File: config.mk
export PLATFORM = sky130hd
export DESIGN_NAME = hazard_ctrl
export DESIGN_NICKNAME = d
export VERILOG_FILES = /design/src/rtl/hazard_pkg.sv /design/src/rtl/sat_counter.sv /design/src/rtl/hazard_ctrl.sv
export SDC_FILE = /design/constraint.sdc
export NUM_CORES = 1
export LEC_CHECK = 0
export ABC_AREA = 1
export BUFFER_PORTS_ARGS = -buffer_cell sky130_fd_sc_hd__clkbuf_2
export CORE_AREA = 2 2 121 123
export CTS_CLUSTER_SIZE = 14
export DETAILED_ROUTE_END_ITERATION = 10
export DIE_AREA = 0 0 123 125
export HOLD_SLACK_MARGIN = 0.03
export PLACE_DENSITY = 0.69
export SYNTH_ARGS = -nofsm -noshare
export SYNTH_HDL_FRONTEND = slang
export SYNTH_SLANG_ARGS = --single-unit
File: constraint.sdc
create_clock -name clk -period 4.6 [get_ports clk]
set_clock_uncertainty 0.1 [all_clocks]
set_input_delay 0.46 -clock clk [delete_from_list [all_inputs] [get_ports clk]]
set_output_delay 0.46 -clock clk [all_outputs]
set_load 0.01 [all_outputs]
File: src/rtl/hazard_pkg.sv
// Shared constants and types for the LEGv8 pipeline hazard controller.
// Scoreboard counts encode how far a pending register write is from write-back.
package hazard_pkg;
  localparam logic [4:0] XZR = 5'd31;

  typedef logic [1:0] sb_cnt_t;

  localparam sb_cnt_t SB_EX  = 2'd3;
  localparam sb_cnt_t SB_MEM = 2'd2;
  localparam sb_cnt_t SB_WB  = 2'd1;
endpackage

File: src/rtl/sat_counter.sv
// Saturating up-counter with synchronous active-low clear.
// The count holds at all-ones instead of wrapping.
module sat_counter #(
  parameter int W = 32
) (
  input  logic         i_clk,
  input  logic         i_clr_n,
  input  logic         i_en,
  output logic [W-1:0] o_count
);
  logic [W-1:0] r_count;

  // Count enabled cycles, stopping at the maximum value.
  always_ff @(posedge i_clk) begin
    if (!i_clr_n) begin
      r_count <= '0;
    end else if (i_en && (r_count != {W{1'b1}})) begin
      r_count <= r_count + {{(W-1){1'b0}}, 1'b1};
    end else begin
      r_count <= r_count;
    end
  end

  assign o_count = r_count;
endmodule

File: src/rtl/hazard_ctrl.sv
// RAW hazard detection and taken-branch flush control for a 5-stage LEGv8 pipeline
// without forwarding; a per-register scoreboard tracks in-flight writes.
module hazard_ctrl
  import hazard_pkg::*;
#(
  parameter int NREG  = 32,
  parameter int CNT_W = 32
) (
  input  logic             clk,
  input  logic             reset,
  input  logic [4:0]       rn_D,
  input  logic [4:0]       rm_D,
  input  logic             use_rn_D,
  input  logic             use_rm_D,
  input  logic [4:0]       rd_D,
  input  logic             regWrite_D,
  input  logic             valid_D,
  input  logic             branch_taken_M,
  output logic             stall_F,
  output logic             stall_D,
  output logic             bubble_E,
  output logic             flush_D,
  output logic             flush_E,
  output logic             flush_M,
  output logic [CNT_W-1:0] stall_cnt,
  output logic [CNT_W-1:0] flush_cnt
);
  sb_cnt_t r_sb     [NREG];
  sb_cnt_t w_sb_nxt [NREG];

  logic w_rn_hit;
  logic w_rm_hit;
  logic w_hazard;
  logic w_issue;
  logic w_stall;
  logic w_flush;

  // A producer in WB is harmless because the register file writes before it reads.
  assign w_rn_hit = use_rn_D && (rn_D != XZR) && (r_sb[rn_D] >= SB_MEM);
  assign w_rm_hit = use_rm_D && (rm_D != XZR) && (r_sb[rm_D] >= SB_MEM);
  assign w_hazard = valid_D && (w_rn_hit || w_rm_hit);
  assign w_issue  = valid_D && !w_hazard && !branch_taken_M;

  // Control outputs; a flush overrides a stall and everything is quiet in reset.
  always_comb begin
    w_stall = 1'b0;
    w_flush = 1'b0;
    if (reset) begin
      w_stall = w_hazard && !branch_taken_M;
      w_flush = branch_taken_M;
    end else begin
      w_stall = 1'b0;
      w_flush = 1'b0;
    end
  end

  assign stall_F  = w_stall;
  assign stall_D  = w_stall;
  assign bubble_E = w_stall;
  assign flush_D  = w_flush;
  assign flush_E  = w_flush;
  assign flush_M  = w_flush;

  // Age every pending write by one stage; squash EX on a taken branch; newest issue wins.
  always_comb begin
    for (int i = 0; i < NREG; i++) begin
      w_sb_nxt[i] = r_sb[i];
      if (branch_taken_M && (r_sb[i] == SB_EX)) begin
        w_sb_nxt[i] = 2'd0;
      end else if (r_sb[i] != 2'd0) begin
        w_sb_nxt[i] = r_sb[i] - SB_WB;
      end else begin
        w_sb_nxt[i] = r_sb[i];
      end
      if (w_issue && regWrite_D && (rd_D != XZR) && (rd_D == 5'(i))) begin
        w_sb_nxt[i] = SB_EX;
      end else begin
        w_sb_nxt[i] = w_sb_nxt[i];
      end
    end
  end

  // Scoreboard state register.
  always_ff @(posedge clk) begin
    for (int i = 0; i < NREG; i++) begin
      if (!reset) begin
        r_sb[i] <= 2'd0;
      end else begin
        r_sb[i] <= w_sb_nxt[i];
      end
    end
  end

  sat_counter #(.W(CNT_W)) u_stall_cnt (
    .i_clk   (clk),
    .i_clr_n (reset),
    .i_en    (w_stall),
    .o_count (stall_cnt)
  );

  sat_counter #(.W(CNT_W)) u_flush_cnt (
    .i_clk   (clk),
    .i_clr_n (reset),
    .i_en    (w_flush),
    .o_count (flush_cnt)
  );
endmodule

Yosys cells after proc, flatten, opt, wreduce, memory -nomap -nowiden
Memories as Yosys holds them, arrays and structs flattened.
Index checks and enable logic that the tools add are counted.

word-level totals
  input port bits = 22
  word-level logic and storage cells = 383
  register bits = 64
  memory bits (writable) = 64
  memories kept = 1

cells by class
  bitwise operators = 32
  $add $sub $neg = 34
  multiplexer cells = 132
  reductions and logical operators = 112
  magnitude comparators = 2
  eq/ne operators = 68

memory list
  memory  depth  bits a word  read ports  clocked after Yosys merged registers in  wr ports  line               RTL
  r_sb    32     2            34          0                                        32        hazard_ctrl.sv:28  sb_cnt_t r_sb [NREG];

operators with widths
  cell                                                                number
  2-bit 2-to-1 mux                                                    128
  5-bit == test, second input constant                                16
  1-bit logical AND                                                   76
  32-bit by 1-bit adder with 32-bit output, second input constant     2
  2-bit == test, second input constant                                32
  32-bit inequality test, second input constant                       2
  2-bit nonzero test                                                  32
  2-bit by 1-bit subtractor with 2-bit output, second input constant  32
  5-bit by 4-bit == test with 1-bit output, second input constant     8
  1-bit bitwise OR                                                    32
  5-bit by 3-bit == test with 1-bit output, second input constant     4
  5-bit inequality test, second input constant                        3
  5-bit by 2-bit == test with 1-bit output, second input constant     2
  5-bit by 1-bit == test with 1-bit output, second input constant     1
  5-bit logical NOT                                                   1
  2-bit greater-or-equal comparator, second input constant            2
  1-bit 2-to-1 mux                                                    4
  1-bit logical NOT                                                   2
  1-bit logical OR                                                    1

Longest topological paths before layout
Gate-level depths: netlist of run 1.

  depth in word-level cells = 13
  mapped depth = 16

Modules after synthesis
From an unflattened synthesis of run 1, not the netlist that was laid out.

unflattened totals
  cells, all modules = 1131
  area, all modules = 7399.6 um2

modules (own cells, without submodules)
  module                     area each (um2)  instances  cells each  sequential area each (um2)
  hazard_ctrl                3539.6           1          495         1281.2
  sat_counter (u_stall_cnt)  1948.1           1          312         640.6
  sat_counter (u_flush_cnt)  1911.8           1          324         640.6

Least setup slack after synthesis of run 1
OpenSTA, ideal clock, no wires.

  path kind = input to output
  from = input port reset
  to = output port stall_D
  stages on the path = 6
  data arrival time = 1969 ps
  slack = 2071 ps
  path through = buf_2 > inv_2 > nor2_1 > clkbuf_1 > a21boi_0 > buf_4

on the way
  cells in the longest elaborated chain, start to end = 1

ends and longest elaborated chain
  item              line               RTL
  start, declared   hazard_ctrl.sv:10  input logic reset,
  1-bit 2-to-1 mux  hazard_ctrl.sv:48  if (reset) begin
  end, declared     hazard_ctrl.sv:20  output logic stall_D,

Every way passes these cells.

==> impl_metrics.ini, run 1 <==
[worst_setup_path]
worstPathRequired_ps = 4830
setup.worst_path.start = rn_D[0]
rr_startpoint = u_stall_cnt.o_count[17]
arrival_ps = 3260
slowest_delay_ps = 730
critPathMaxFanout = 33
worstSetupPathType = in -> reg
start_kind = input pin
worst_path_max_delay_cell = nor2_4
path_delay_family = simple AND/OR/NAND/NOR gates
worstPathCellList = clkbuf_2 -> inv_1 -> o211ai_1 -> nand3_1 -> nand3_1 -> nand3_1 -> nand3_1 -> nand2_2 -> nor2_4 -> nand3_1 -> o31ai_1
timing.critical_path.mode_cell = nand3_1
cp-end-kind = flop
crit_buf_inv = 2

[timing]
rsz0062_at_grt = no
drv_slew = 0
hold_viol = 0
worst_pin_slew_ps = 825
fmax_ghz = 0.329
period_share_pct = 66.0
setup_slack_ps = 1560
relSlewSlack_pct = 45.0
setup_tns_ps = 0
setup_viol = 0
whs_ps = 293
min_period_ps = 3040

[global_route]
track_usage_pct = 25.4
grt_start_max_net_pins = 72
grt_pass1_wl_microns = 31400
antenna_found_initial = 0
grt_pass1_vias = 6451
grt_overflow = 0

[die]
initial_core_util_pct = 48.3
die_x_microns = 123
rows = 44
core-area_sq_um = 14200
die_area_sq_um = 15400
num_io_pins = 92
die_h_microns = 125

[cells_and_area]
syn2layout_area_growth_pct = 15.6
nNetsFinal = 1107
drive_above_1_share_pct = 13.3
fillerInstances = 1443

[worst_hold_path]
worstHoldStart = reset
worstHoldPathType = in -> reg

[synthesis]
syn_nets = 1040
ys.warnings.count = 0
synth_cell_types = 39
ys_ff_latch = 128
synth_top_area_cell = dfxtp_1
synth_commonest_cells = nand2_1, dfxtp_1, nand3_1
ys_seq_area_share_pct = 37.4
postSynthCellCount = 1016
yosys.area.top_type_share_pct = 37.4
async_flop_share_pct = 0
syn_area_sq_um = 6860
synthTopCellsByArea = dfxtp_1, nand2_1, nand3_1
synth_ff_type = dfxtp_1
avgSynthCellArea_sq_um = 6.75
yosysMostFrequentCell = nand2_1
synth_edf_count = 0

[clocking]
cts_resized = 0
cts_setup_buffers = 0
cts.sinks = 128
cts_hold_buf = 0
clockRootBuffer = clkbuf_16
clkTransAtPathRegs_ps = 60
numCtsBuffers = 17
h-tree-depth = 4
cts_tree = yes
clock_path_buffers = 2
worstSkewPairLatency_ps = 420

[pwr]
power_density_nw_per_um2 = 338
vdd_drop_max_v = 0.000303
p_leak_uw = 0.00334

[route]
dr_total_vias = 6926
drt_iter0_drc = 599
drcViolationCount = 0
vias_per_cell = 5.41
routed_wirelength_microns = 19100
dr.pass1.iters = 5
routedWlPerCell_microns = 14.9
ant_nets = 0

[place]
place.gp.congestion = 0.932
dp_hpwl_microns = 13200
io_buffers = 91
dpl_worst_slack_ps = 1170

[job]
drv_cap = 0

[run_status]
status = finished clean
[worst paths after layout]
kind,endpoint,slack [ps],cells past startpoint
setup / recovery,r_sb[7][0],1560,11
hold reg to reg,r_sb[31][0],310,1
hold / removal,u_stall_cnt.o_count[0],290,3
setup reg to reg,u_stall_cnt.o_count[1],1750,11
[worst min-delay path: cells and delay by family]
kind / cells / cell delay (ps)
AND/OR/NAND/NOR: 2 / 130
buffers and inverters: 1 / 170
[where the power goes]
part	internal, uW	total, uW	switching [uW]
Sequential	1110	1120	3.23
Clock	904	1430	522
Combinational	33.6	139	105
Total	2050	2680	631
[cells in the final DEF, fill, tap and decap left out, drive strengths merged]
master,synthesis,routed
o31ai,18,18
inv,89,89
diode,0,1
a21oi,49,49
nor2,96,96
o21ai,14,14
nand3b,6,6
o211ai,4,4
xnor2,16,16
a31oi,1,1
or2,4,4
and3,4,4
clkinv,0,11
nand2,284,284
o21a,3,3
bufinv,0,4
clkbuf,17,108
a21boi,1,1
nor4,3,3
dfxtp,128,128
buf,30,4
nand3,130,130
nor3,33,33
ha,2,2
nand4,51,51
nor3b,3,3
a211oi,1,1
xor2,27,27
o21bai,2,2
[per-stage QoR]
stage	instances	cell area (sq um)	utilization, %	power (uW)
after global placement	1248	7310	51.4	1280
after global routing	1280	7930	55.8	2770
final	1281	7930	55.8	2680
after floorplan	1016	6860	-	1240
after detailed placement	1248	7310	51.4	1280
after CTS	1280	7930	55.8	2700
[kinds of logic (layout without fill, tap and decap cells)]
family,after synthesis,in the layout,synth area share (%)
AND/OR/NAND/NOR,614,614,40.0
flip-flops,128,128,37.4
buffers and inverters,136,216,8.90
other,0,1,0
XOR/XNOR,43,43,5.49
AO/OA/AOI/OAI,93,93,7.86
adder cells (fa/ha/maj),2,2,0.365
[layout make-up]
type,instances,area (sq um),share of cell area (%)
diodes,1,2.50,0.0316
clock inverters,15,194,2.45
inverters,89,337,4.25
flip-flops and latches,128,2560,32.3
well taps,184,230,2.90
clock buffers,17,425,5.37
multi-input cells,752,3690,46.6
repair buffers,95,485,6.12
[state kept, by name, summed over array words and instances (netlist names)]
name / flops
r_sb: 64
u_flush_cnt.o_count: 32
u_stall_cnt.o_count: 32
[layer usage]
layer  share of wire (%)  track usage [%]
met1                  46             34.1
met2                  46             39.7
met3                 6.7             6.25
met4                 2.0             8.69
met5                   0                0
No activity file was read; power rests on OpenSTA's default activity.
==> inputs of run 2 (changes only) <==
==> constraint.sdc (replaced) <==
create_clock -name clk -period 2.8 [get_ports clk]
set_clock_uncertainty 0.1 [all_clocks]
set_input_delay 0.28 -clock clk [delete_from_list [all_inputs] [get_ports clk]]
set_output_delay 0.28 -clock clk [all_outputs]
set_load 0.01 [all_outputs]
==> run 2 against run 1 <==
  * Non-clock buffer count increased by 6
  * Utilization increased by 0.47 points
  * Sequential power increased by 63%
  * Register-to-register slack got worse by 1300 ps
  * Critical path type is now reg -> out
  * Flip-flop and latch count unchanged
  * Combinational power increased by 68%
  * Largest cell class unchanged
  * Global-route usage increased by 0.60 points
  * Routed wire length increased by 0.76%
  * Clock power increased by 65%
  * Worst setup slack got worse by 1200 ps
==> impl_metrics.ini, run 2 (synthesis gave the netlist of run 1 again) <==
[timing]
relSlewSlack_pct = 46.6
worst_pin_slew_ps = 801
setup_viol = 0
drv_slew = 0
hold_viol = 0
period_share_pct = 85.9
min_period_ps = 2410
rsz0062_at_grt = no
setup_tns_ps = 0
fmax_ghz = 0.416

[worst_setup_path]
rr_startpoint = u_flush_cnt.o_count[1]
reg2reg_slack_ps = 480
critPathMaxFanout = 4
worst_path_max_delay_cell = dfxtp_1
slowest_delay_ps = 440
timing.critical_path.mode_cell = nand2_1
worstPathCellList = nand2_1 -> nand2_1 -> nand2_1 -> nand2_1 -> inv_1 -> nand2_1 -> nand2_1 -> nand3_1 -> nand3_1 -> a21boi_0 -> clkbuf_2
start_kind = flop
path_depth = 11
critPathCapture = stall_D
worstReg2RegEnd = u_flush_cnt.o_count[4]
worstPathRequired_ps = 2420
cp-end-kind = output pin
worstSetupPathType = reg -> out
arrival_ps = 2030
reg2reg_depth = 12
path_delay_family = simple AND/OR/NAND/NOR gates
setup.worst_path.start = r_sb[30][1]
crit_buf_inv = 2

[global_route]
grt_overflow = 0
busiest_layer = met2
gr-usage-met2_pct = 39.9
grt_start_max_net_pins = 72
track_usage_pct = 26.0
grt.met3_usage_pct = 6.11
grt_pass1_vias = 6456
antenna_found_initial = 0
grt_util_met1_pct = 35.6
grt_pass1_wl_microns = 32100

[route]
vias_per_cell = 5.43
routedWlPerCell_microns = 14.9
dr_total_vias = 6977
drt_iter0_drc = 627
dr.pass1.iters = 5
ant_nets = 0
routed_wirelength_microns = 19200
drcViolationCount = 0

[pwr]
vdd_drop_max_v = 0.000416
power_density_nw_per_um2 = 554
p_leak_uw = 0.00337

[cells_and_area]
largest_reg_flops = 64
fin_area_sq_um = 7990
final_common_cell = nand2_1
nNetsFinal = 1113
largest_register = r_sb
antennaDiodeCount = 0
syn2layout_area_growth_pct = 16.5
drive_above_1_share_pct = 13.7
fin_cells = 1286
final_cell_mix = nand2_1, nand3_1, dfxtp_1

[clocking]
cts_hold_buf = 0
cts.sinks = 128
cts_tree = yes
clockRootBuffer = clkbuf_16
cts_resized = 0
numCtsBuffers = 17
cts_setup_buffers = 0
worstSkewPairLatency_ps = 420
clock_path_buffers = 2
clkTransAtPathRegs_ps = 60
h-tree-depth = 4

[die]
num_io_pins = 92
die_h_microns = 125
initial_core_util_pct = 48.3
die_x_microns = 123
core-area_sq_um = 14200
rows = 44
die_area_sq_um = 15400

[worst_hold_path]
worstHoldPathType = in -> reg

[run_status]
status = finished clean

[place]
place_area_sq_um = 7360
io_buffers = 91
dp_hpwl_microns = 13700
dp.cells = 1254
place.gp.congestion = 0.914

[job]
drv_cap = 0
## run 2: cell types whose count changed in the layout (fill, tap and decap cells not counted), sizes merged
cell,previous run,this run
diode,1,0
clkinvlp,0,2
clkinv,11,5
buf,4,10
clkbuf,108,112
## run 2: final cells by class
cell class | instances | area, sq um
Tap cell | 184 | 230
Fill cell | 1434 | 6210
Sequential cell | 128 | 2560
Clock inverter | 11 | 160
Inverter | 89 | 337
Timing Repair Buffer | 101 | 543
Multi-Input combinational cell | 752 | 3690
Clock buffer | 21 | 470
## run 2: through the flow
| step | worst slack (ps) | util (%) | hold WS [ps] | total power (uW) |
|---|---|---|---|---|
| after global routing | 206 | 56.3 | 88.0 | 4580 |
| after detailed placement | 454 | 51.8 | 305 | 2100 |
| after global placement | 472 | 51.8 | 306 | 2100 |
| after CTS | 368 | 56.3 | 54.1 | 4460 |
| final | 395 | 56.3 | 57.7 | 4430 |
| after floorplan | 631 | - | 292 | 2040 |
## run 2: how the worst min path moves through the flow
stage          cells after the start                     end  slack, ps         from
6_report                           3  u_stall_cnt.o_count[0]         60        reset
2_1_floorplan                      1             r_sb[31][0]        290  r_sb[31][0]
4_1_cts                            3  u_stall_cnt.o_count[0]         50        reset
3_3_place_gp                       1             r_sb[31][0]        310  r_sb[31][0]
5_1_grt                            3  u_stall_cnt.o_count[1]         90        reset
3_5_place_dp                       1             r_sb[31][0]        310  r_sb[31][0]
## run 2: worst register-to-register path, cell delays in order (launching register included)
cell and delay, ps:
dfxtp_1 410, ha_1 190, inv_1 60, nor3_1 160, nand2_1 130, nor2_1 190
nand2_1 90, nand2_1 260, buf_4 270, nor3_1 80, nand2_1 80, o21ai_0 80
a21oi_1 130
## run 2: per-layer routing
metal	up-vias	part of all wire, %
met2	222	46
li1	3514	-
met4	0	2.8
met1	3206	46
met3	35	5.5
met5	-	0
## run 2: power breakdown
group | switching [uW] | internal, uW | leakage [uW]
registers | 5.79 | 1830 | 0.00103
logic | 172 | 61.9 | 0.00203
clock network | 810 | 1550 | 0.000309
total | 989 | 3440 | 0.00337
